==> config.mk <==
export PLATFORM = sky130hd
export DESIGN_NAME = seq_gen
export DESIGN_NICKNAME = d
export VERILOG_FILES = /design/src/rtl/seq_gen_pkg.sv /design/src/rtl/seq_gen_piso.sv /design/src/rtl/seq_gen.sv
export SDC_FILE = /design/constraint.sdc
export NUM_CORES = 1
export LEC_CHECK = 0
export CORE_UTILIZATION = 51
export DETAILED_ROUTE_END_ITERATION = 12
export GPL_TIMING_DRIVEN = 0
export PLACE_DENSITY = 0.88
export SYNTH_ARGS = -nofsm -noshare
export SYNTH_HDL_FRONTEND = slang
export SYNTH_SLANG_ARGS = --single-unit
==> constraint.sdc <==
create_clock -name clk -period 1.6 [get_ports clk]
set_input_delay 0.32 -clock clk [delete_from_list [all_inputs] [get_ports clk]]
set_output_delay 0.32 -clock clk [all_outputs]
set_load 0.03 [all_outputs]
==> src/rtl/seq_gen_pkg.sv <==
// -----------------------------------------------------------------------------
// seq_pkg: definitions shared by the seq_gen pattern transmitter and the
// fsm_seq detector that listens to it.
//
// Contents
//   SEQ_LEN         bits per frame
//   PAT_A / PAT_B   frame patterns (PAT_A when the latched btn is 1, PAT_B when 0)
//   state_t         FSM state encoding: StIdle=00, StSend=01, StGap=10
//   select_pattern  maps a btn value to its frame pattern
// -----------------------------------------------------------------------------
package seq_pkg;

    localparam int unsigned SEQ_LEN = 6;

    localparam logic [SEQ_LEN-1:0] PAT_A = 6'b110010;
    localparam logic [SEQ_LEN-1:0] PAT_B = 6'b110110;

    typedef enum logic [1:0] {
        StIdle = 2'b00,
        StSend = 2'b01,
        StGap  = 2'b10
    } state_t;

    function automatic logic [SEQ_LEN-1:0] select_pattern(input logic btn);
        return btn ? PAT_A : PAT_B;
    endfunction

endpackage

==> src/rtl/seq_gen_piso.sv <==
// -----------------------------------------------------------------------------
// seq_piso: parallel-load, MSB-first shift register.
//
// A load takes priority over a shift. Each shift moves the register one place
// towards the MSB and fills the LSB with 0, so once every loaded bit has gone
// out, dout stays at 0.
//
// Parameters
//   WIDTH   register width (>= 2)
// Ports
//   clk     in   1       rising-edge clock
//   rst_n   in   1       asynchronous reset, active low; clears the register
//   load    in   1       load din on the next edge
//   shift   in   1       shift left one place on the next edge
//   din     in   WIDTH   parallel load data
//   dout    out  1       current MSB (a flop output)
// -----------------------------------------------------------------------------
module seq_piso #(
    parameter int unsigned WIDTH = 6
) (
    input  logic             clk,
    input  logic             rst_n,
    input  logic             load,
    input  logic             shift,
    input  logic [WIDTH-1:0] din,
    output logic             dout
);

    logic [WIDTH-1:0] shreg;

    always_ff @(posedge clk or negedge rst_n) begin
        if (!rst_n) begin
            shreg <= '0;
        end else if (load) begin
            shreg <= din;
        end else if (shift) begin
            shreg <= {shreg[WIDTH-2:0], 1'b0};
        end
    end

    assign dout = shreg[WIDTH-1];

endmodule

==> src/rtl/seq_gen.sv <==
// -----------------------------------------------------------------------------
// seq_gen: serial pattern transmitter.
//
// A start pulse seen in IDLE latches btn and sends one SEQ_LEN-bit frame on x,
// MSB first, one bit per clock (PAT_A when btn=1, PAT_B when btn=0). The first
// bit appears in the cycle after the start edge. A GAP of GAP_CYC idle cycles
// follows each frame. The module then returns to IDLE and pulses done for one
// cycle. start is ignored outside IDLE, and requests are not queued.
//
// Optional feature (build macro SEQ_GEN_LOOP_EN):
//   defined   - if loop=1 at the end of a frame (end of GAP, or end of SEND when
//               GAP_CYC=0), the pattern is reloaded from the current btn and the
//               next frame starts at once. There is no IDLE cycle and no done
//               pulse.
//   undefined - the loop input is ignored.
//
// Parameters
//   GAP_CYC    idle cycles after each frame (0 = no gap)
//   FCNT_W     width of frame_cnt
// Ports
//   clk        in   1        rising-edge clock
//   rst_n      in   1        asynchronous reset, active low
//   start      in   1        request one frame; sampled only in IDLE
//   btn        in   1        pattern select; latched with start
//   loop       in   1        continuous mode (SEQ_GEN_LOOP_EN builds only)
//   x          out  1        serial data, registered
//   valid      out  1        high while x carries a frame bit
//   busy       out  1        high in SEND and GAP
//   done       out  1        one-cycle pulse on return to IDLE
//   frame_cnt  out  FCNT_W   completed frames, wraps silently
// -----------------------------------------------------------------------------
module seq_gen
    import seq_pkg::*;
#(
    parameter int unsigned GAP_CYC = 2,
    parameter int unsigned FCNT_W  = 8
) (
    input  logic              clk,
    input  logic              rst_n,
    input  logic              start,
    input  logic              btn,
    input  logic              loop,
    output logic              x,
    output logic              valid,
    output logic              busy,
    output logic              done,
    output logic [FCNT_W-1:0] frame_cnt
);

    localparam int unsigned CNT_W = $clog2(SEQ_LEN);
    localparam int unsigned GAP_W = (GAP_CYC > 1) ? $clog2(GAP_CYC) : 1;

    localparam logic [CNT_W-1:0] LAST_BIT = CNT_W'(SEQ_LEN - 1);
    localparam logic [GAP_W-1:0] GAP_LAST = (GAP_CYC > 0) ? GAP_W'(GAP_CYC - 1) : '0;

    state_t           state;
    logic [CNT_W-1:0] bit_cnt;
    logic [GAP_W-1:0] gap_cnt;

    logic last_bit;
    logic gap_end;
    logic frame_end;
    logic relaunch;
    logic load;
    logic shift;

    // -------------------------------------------------------------------------
    // Frame boundary decode and shift-register control
    // -------------------------------------------------------------------------
    always_comb begin
        last_bit  = (state == StSend) && (bit_cnt == LAST_BIT);
        gap_end   = (state == StGap) && (gap_cnt == GAP_LAST);
        // A frame ends where IDLE would be entered. That edge is the last gap
        // cycle, or the last bit when there is no gap.
        frame_end = (GAP_CYC == 0) ? last_bit : gap_end;
`ifdef SEQ_GEN_LOOP_EN
        relaunch  = frame_end && loop;
`else
        relaunch  = 1'b0;
`endif
        load      = ((state == StIdle) && start) || relaunch;
        shift     = (state == StSend);
    end

`ifndef SEQ_GEN_LOOP_EN
    logic unused_loop;
    assign unused_loop = loop ^ frame_end;
`endif

    // The shift register holds the latched pattern, so btn is effectively
    // frozen for the frame. Shifting in zeros keeps x at 0 once the frame
    // bits are gone.
    seq_piso #(
        .WIDTH (SEQ_LEN)
    ) u_piso (
        .clk   (clk),
        .rst_n (rst_n),
        .load  (load),
        .shift (shift),
        .din   (select_pattern(btn)),
        .dout  (x)
    );

    // -------------------------------------------------------------------------
    // Control FSM with registered valid/busy/done and the frame counter
    // -------------------------------------------------------------------------
    always_ff @(posedge clk or negedge rst_n) begin
        if (!rst_n) begin
            state     <= StIdle;
            bit_cnt   <= '0;
            gap_cnt   <= '0;
            valid     <= 1'b0;
            busy      <= 1'b0;
            done      <= 1'b0;
            frame_cnt <= '0;
        end else begin
            done <= 1'b0;
            case (state)
                StIdle: begin
                    if (start) begin
                        state   <= StSend;
                        bit_cnt <= '0;
                        valid   <= 1'b1;
                        busy    <= 1'b1;
                    end
                end

                StSend: begin
                    if (last_bit) begin
                        frame_cnt <= frame_cnt + 1'b1;
                        bit_cnt   <= '0;
                        if (GAP_CYC > 0) begin
                            state   <= StGap;
                            gap_cnt <= '0;
                            valid   <= 1'b0;
                        end else if (relaunch) begin
                            // Pattern reloaded this edge; stream continues.
                            state <= StSend;
                        end else begin
                            state <= StIdle;
                            valid <= 1'b0;
                            busy  <= 1'b0;
                            done  <= 1'b1;
                        end
                    end else begin
                        bit_cnt <= bit_cnt + 1'b1;
                    end
                end

                StGap: begin
                    if (gap_end) begin
                        gap_cnt <= '0;
                        if (relaunch) begin
                            state   <= StSend;
                            bit_cnt <= '0;
                            valid   <= 1'b1;
                        end else begin
                            state <= StIdle;
                            busy  <= 1'b0;
                            done  <= 1'b1;
                        end
                    end else begin
                        gap_cnt <= gap_cnt + 1'b1;
                    end
                end

                default: begin
                    state <= StIdle;
                    valid <= 1'b0;
                    busy  <= 1'b0;
                end
            endcase
        end
    end

endmodule
==> results of run 1 <==
routing by layer:
layer / track usage (%) / vias up / routed length [µm] / share of wire, %
li1: - / 337 / - / -
met1: 20.9 / 350 / 680 / 40
met2: 34.4 / 20 / 954 / 55
met3: 3.46 / 2 / 78 / 4.5
met4: 8.57 / 0 / 8 / 0.46
met5: 0 / - / 0 / 0
placed cells by master (no fill, tap or decap), types with 2 or more instances in the layout:
master,count
a21oi_1,3
o21ai_0,4
nor3b_1,2
dlygate4sd2_1,11
nand2_1,10
xnor2_2,2
clkdlybuf4s50_1,3
xnor2_1,4
inv_1,5
o22a_1,2
o22ai_1,3
nand3_2,3
ha_1,3
nor2_1,5
clkbuf_4,3
buf_6,2
dfrtp_1,22
nor2b_1,2
registers in the layout, indices dropped and copies added, names as in the netlist:
name and flops:
frame_cnt 8, u_piso.shreg 5, bit_cnt 3, state 2, busy 1, done 1
gap_cnt 1, valid 1
stage by stage:
step	hold slack [ns]	instance area, µm²
floorplan	0.0244	1030
global placement	0.471	1210
CTS	0.511	1220
finish	0.508	1220
detailed placement	0.482	1210
global route	0.527	1220
worst max-delay path by stage:
stage / startpoint / to / slack [ns]
after detailed placement: rst_n / u_piso.shreg[1] / 0.1
after floorplan: bit_cnt[1] / frame_cnt[1] / 0.24
after global placement: rst_n / valid / 0.09
final: frame_cnt[2] / frame_cnt[2] / 0.09
after global routing: frame_cnt[3] / frame_cnt[3] / 0.01
after CTS: frame_cnt[2] / frame_cnt[2] / 0.05
report_power, final:
part           switching [mW]  internal [mW]  leakage, nW
clock                   0.148         0.0875       0.0138
combinational           0.486          0.348        0.303
sequential              0.155          0.730        0.281
Yosys cell counts (2+ instances only):
| cell | instances | share of area (%) |
|---|---|---|
| o21ai_0 | 4 | 1.9 |
| a21oi_1 | 3 | 1.5 |
| buf_6 | 2 | 2.2 |
| dfrtp_1 | 22 | 53 |
| ha_1 | 3 | 3.6 |
| nor3b_1 | 2 | 1.5 |
| inv_1 | 5 | 1.8 |
| nor2_1 | 5 | 1.8 |
| o22a_1 | 2 | 1.7 |
| nand3_2 | 3 | 2.9 |
| xnor2_2 | 2 | 3.2 |
| nor2b_1 | 2 | 1.2 |
| o22ai_1 | 3 | 1.8 |
| nand2_1 | 10 | 3.6 |
| xnor2_1 | 4 | 3.4 |
cells by family (layout without fill, tap and decap cells):
logic type	after synthesis	after routing	share of synthesized area [%]
compound gates	16	16	9.96
flops	22	22	53.5
xor+xnor	7	7	7.41
simple gates	31	31	19.6
buf+inv	8	26	4.50
fa+ha+maj	3	3	3.65
mux	1	1	1.46
what timing repair did:
item                       CTS  global route
gates cloned                 0             0
resized for setup           12             1
pin swaps                    0             0
setup endpoints to repair   12             1
layout make-up:
class	count	area share [%]
buffer	3	2.26
clock buffer	3	1.85
inverter	5	1.54
multi-input combinational	58	35.5
sequential	22	45.1
tap	25	2.56
timing repair buffer	15	11.2
==> flow_summary.yaml, run 1 <==
power_and_ir_drop:
  ir_drop_uv: 1090
  leakage_nw: 0.598
  p_per_area_nw_per_um2: 1600
  finalPower_mw: 1.95
placed_design:
  dp_slack_ns: 0.0975
  dp_cells: 128
  placement.io_buffers: 15
  place_congestion: 0.741
  dp_hpwl_um: 1350
layout:
  synthToLayoutAreaGrowth_pct: 18.5
  postLayoutCoreUtil_pct: 67.7
  multi_input_area_um2: 433
  layout.cells.non_filler: 131
  drive_gt1_share_pct: 15.1
  seq_area_um2: 551
  n_antenna_cell: 0
  fillers: 164
  nets: 116
setup_path:
  cp.depth: 1
  reg2reg_slack_ns: 0.11
  critPathBufInv: 1
  critPathTopFamily: "flip-flops"
  crit_type: "flop to output port"
  regToRegEndpoint: "frame_cnt[1]"
  arrival_ns: 1.19
  cp-start-kind: "flop"
  r2r_cells: 5
  worstReg2RegStart: "bit_cnt[1]"
  slowest_stage: "dfrtp_1"
  max_stage_delay_ns: 0.50
  cp_data_required_time_ns: 1.28
  cp-end-kind: "output port"
  crit_fanout: 6
  crit_chain: "clkdlybuf4s15_1"
grt:
  grt_pass1_vias: 669
  overflow: 0
  grt_pass1_wl_um: 2800
  grt_max_degree: 23
  track_usage_pct: 18.8
  antenna_found_initial: 0
logic_synthesis:
  syn_area_um2: 1030
  syn_area_per_cell_um2: 11.7
  syn_nets: 96
  synth-seq-cells: 22
  async_reset_ff_share_pct: 100
  syn-instance-count: 88
  synth.distinct_cells: 31
  yosysWarnings: 0
  seq_area_frac_synth_pct: 53.5
  synth_edf_count: 0
  yosys_most_used_dff: "dfrtp_1"
floorplan:
  core-area_um2: 1800
  ioPinCount: 17
  die_w_um: 46.9
  initial_core_util_pct: 57.2
  die_area_um2: 2200
  fp.dieH_um: 46.9
  rows: 15
drt:
  vias: 709
  detail_route.first_pass.iterations: 4
  wl_per_cell_um: 13.1
  drcViolationCount: 0
  drtIter0Drc: 11
  ant_nets: 0
  vias_per_cell: 5.41
  drt-total-wl_um: 1720
worst_hold_path:
  hold_start: "frame_cnt[7]"
  hold_end: "frame_cnt[7]"
  worstHoldPathCells: 1
  hold_class: "flop to flop"
timing:
  setup_viol: 0
  finClkSkew_ns: 0.00483
  fin_crit_ns: 1.51
  period_share_pct: 94.6
  hold_viol: 0
  rsz0062_at_grt: "false"
  layout_setup_ws_ns: 0.0856
  worst_slew_pin_slew_ns: 0.936
  drv_slew: 0
  max_slew_margin_pct: 37.4
  finalSetupTns_ns: 0
  clock.fmax_mhz: 660
clock_tree:
  cts_tree: "yes"
  clock_path_buffers: 2
  clock_latency_ns: 0.29
  clkTransAtPathRegs_ns: 0.11
  post_cts_buffers: 0
  cts_made_buffers: 3
  h-tree-depth: 1
  cts.sinks: 22
  hold_buffers: 0
  cts_root_buf: "clkbuf_4"
outcome:
  status: "complete, no violations"
flow_run:
  drv_cap: 0
Note: power is estimated with default switching activity, not from simulation.
==> inputs of run 2 (changes only) <==
- CAP_MARGIN: default -> 20
==> results of run 2 <==
The final DEF is identical to that of run 1; final timing and power are the same.
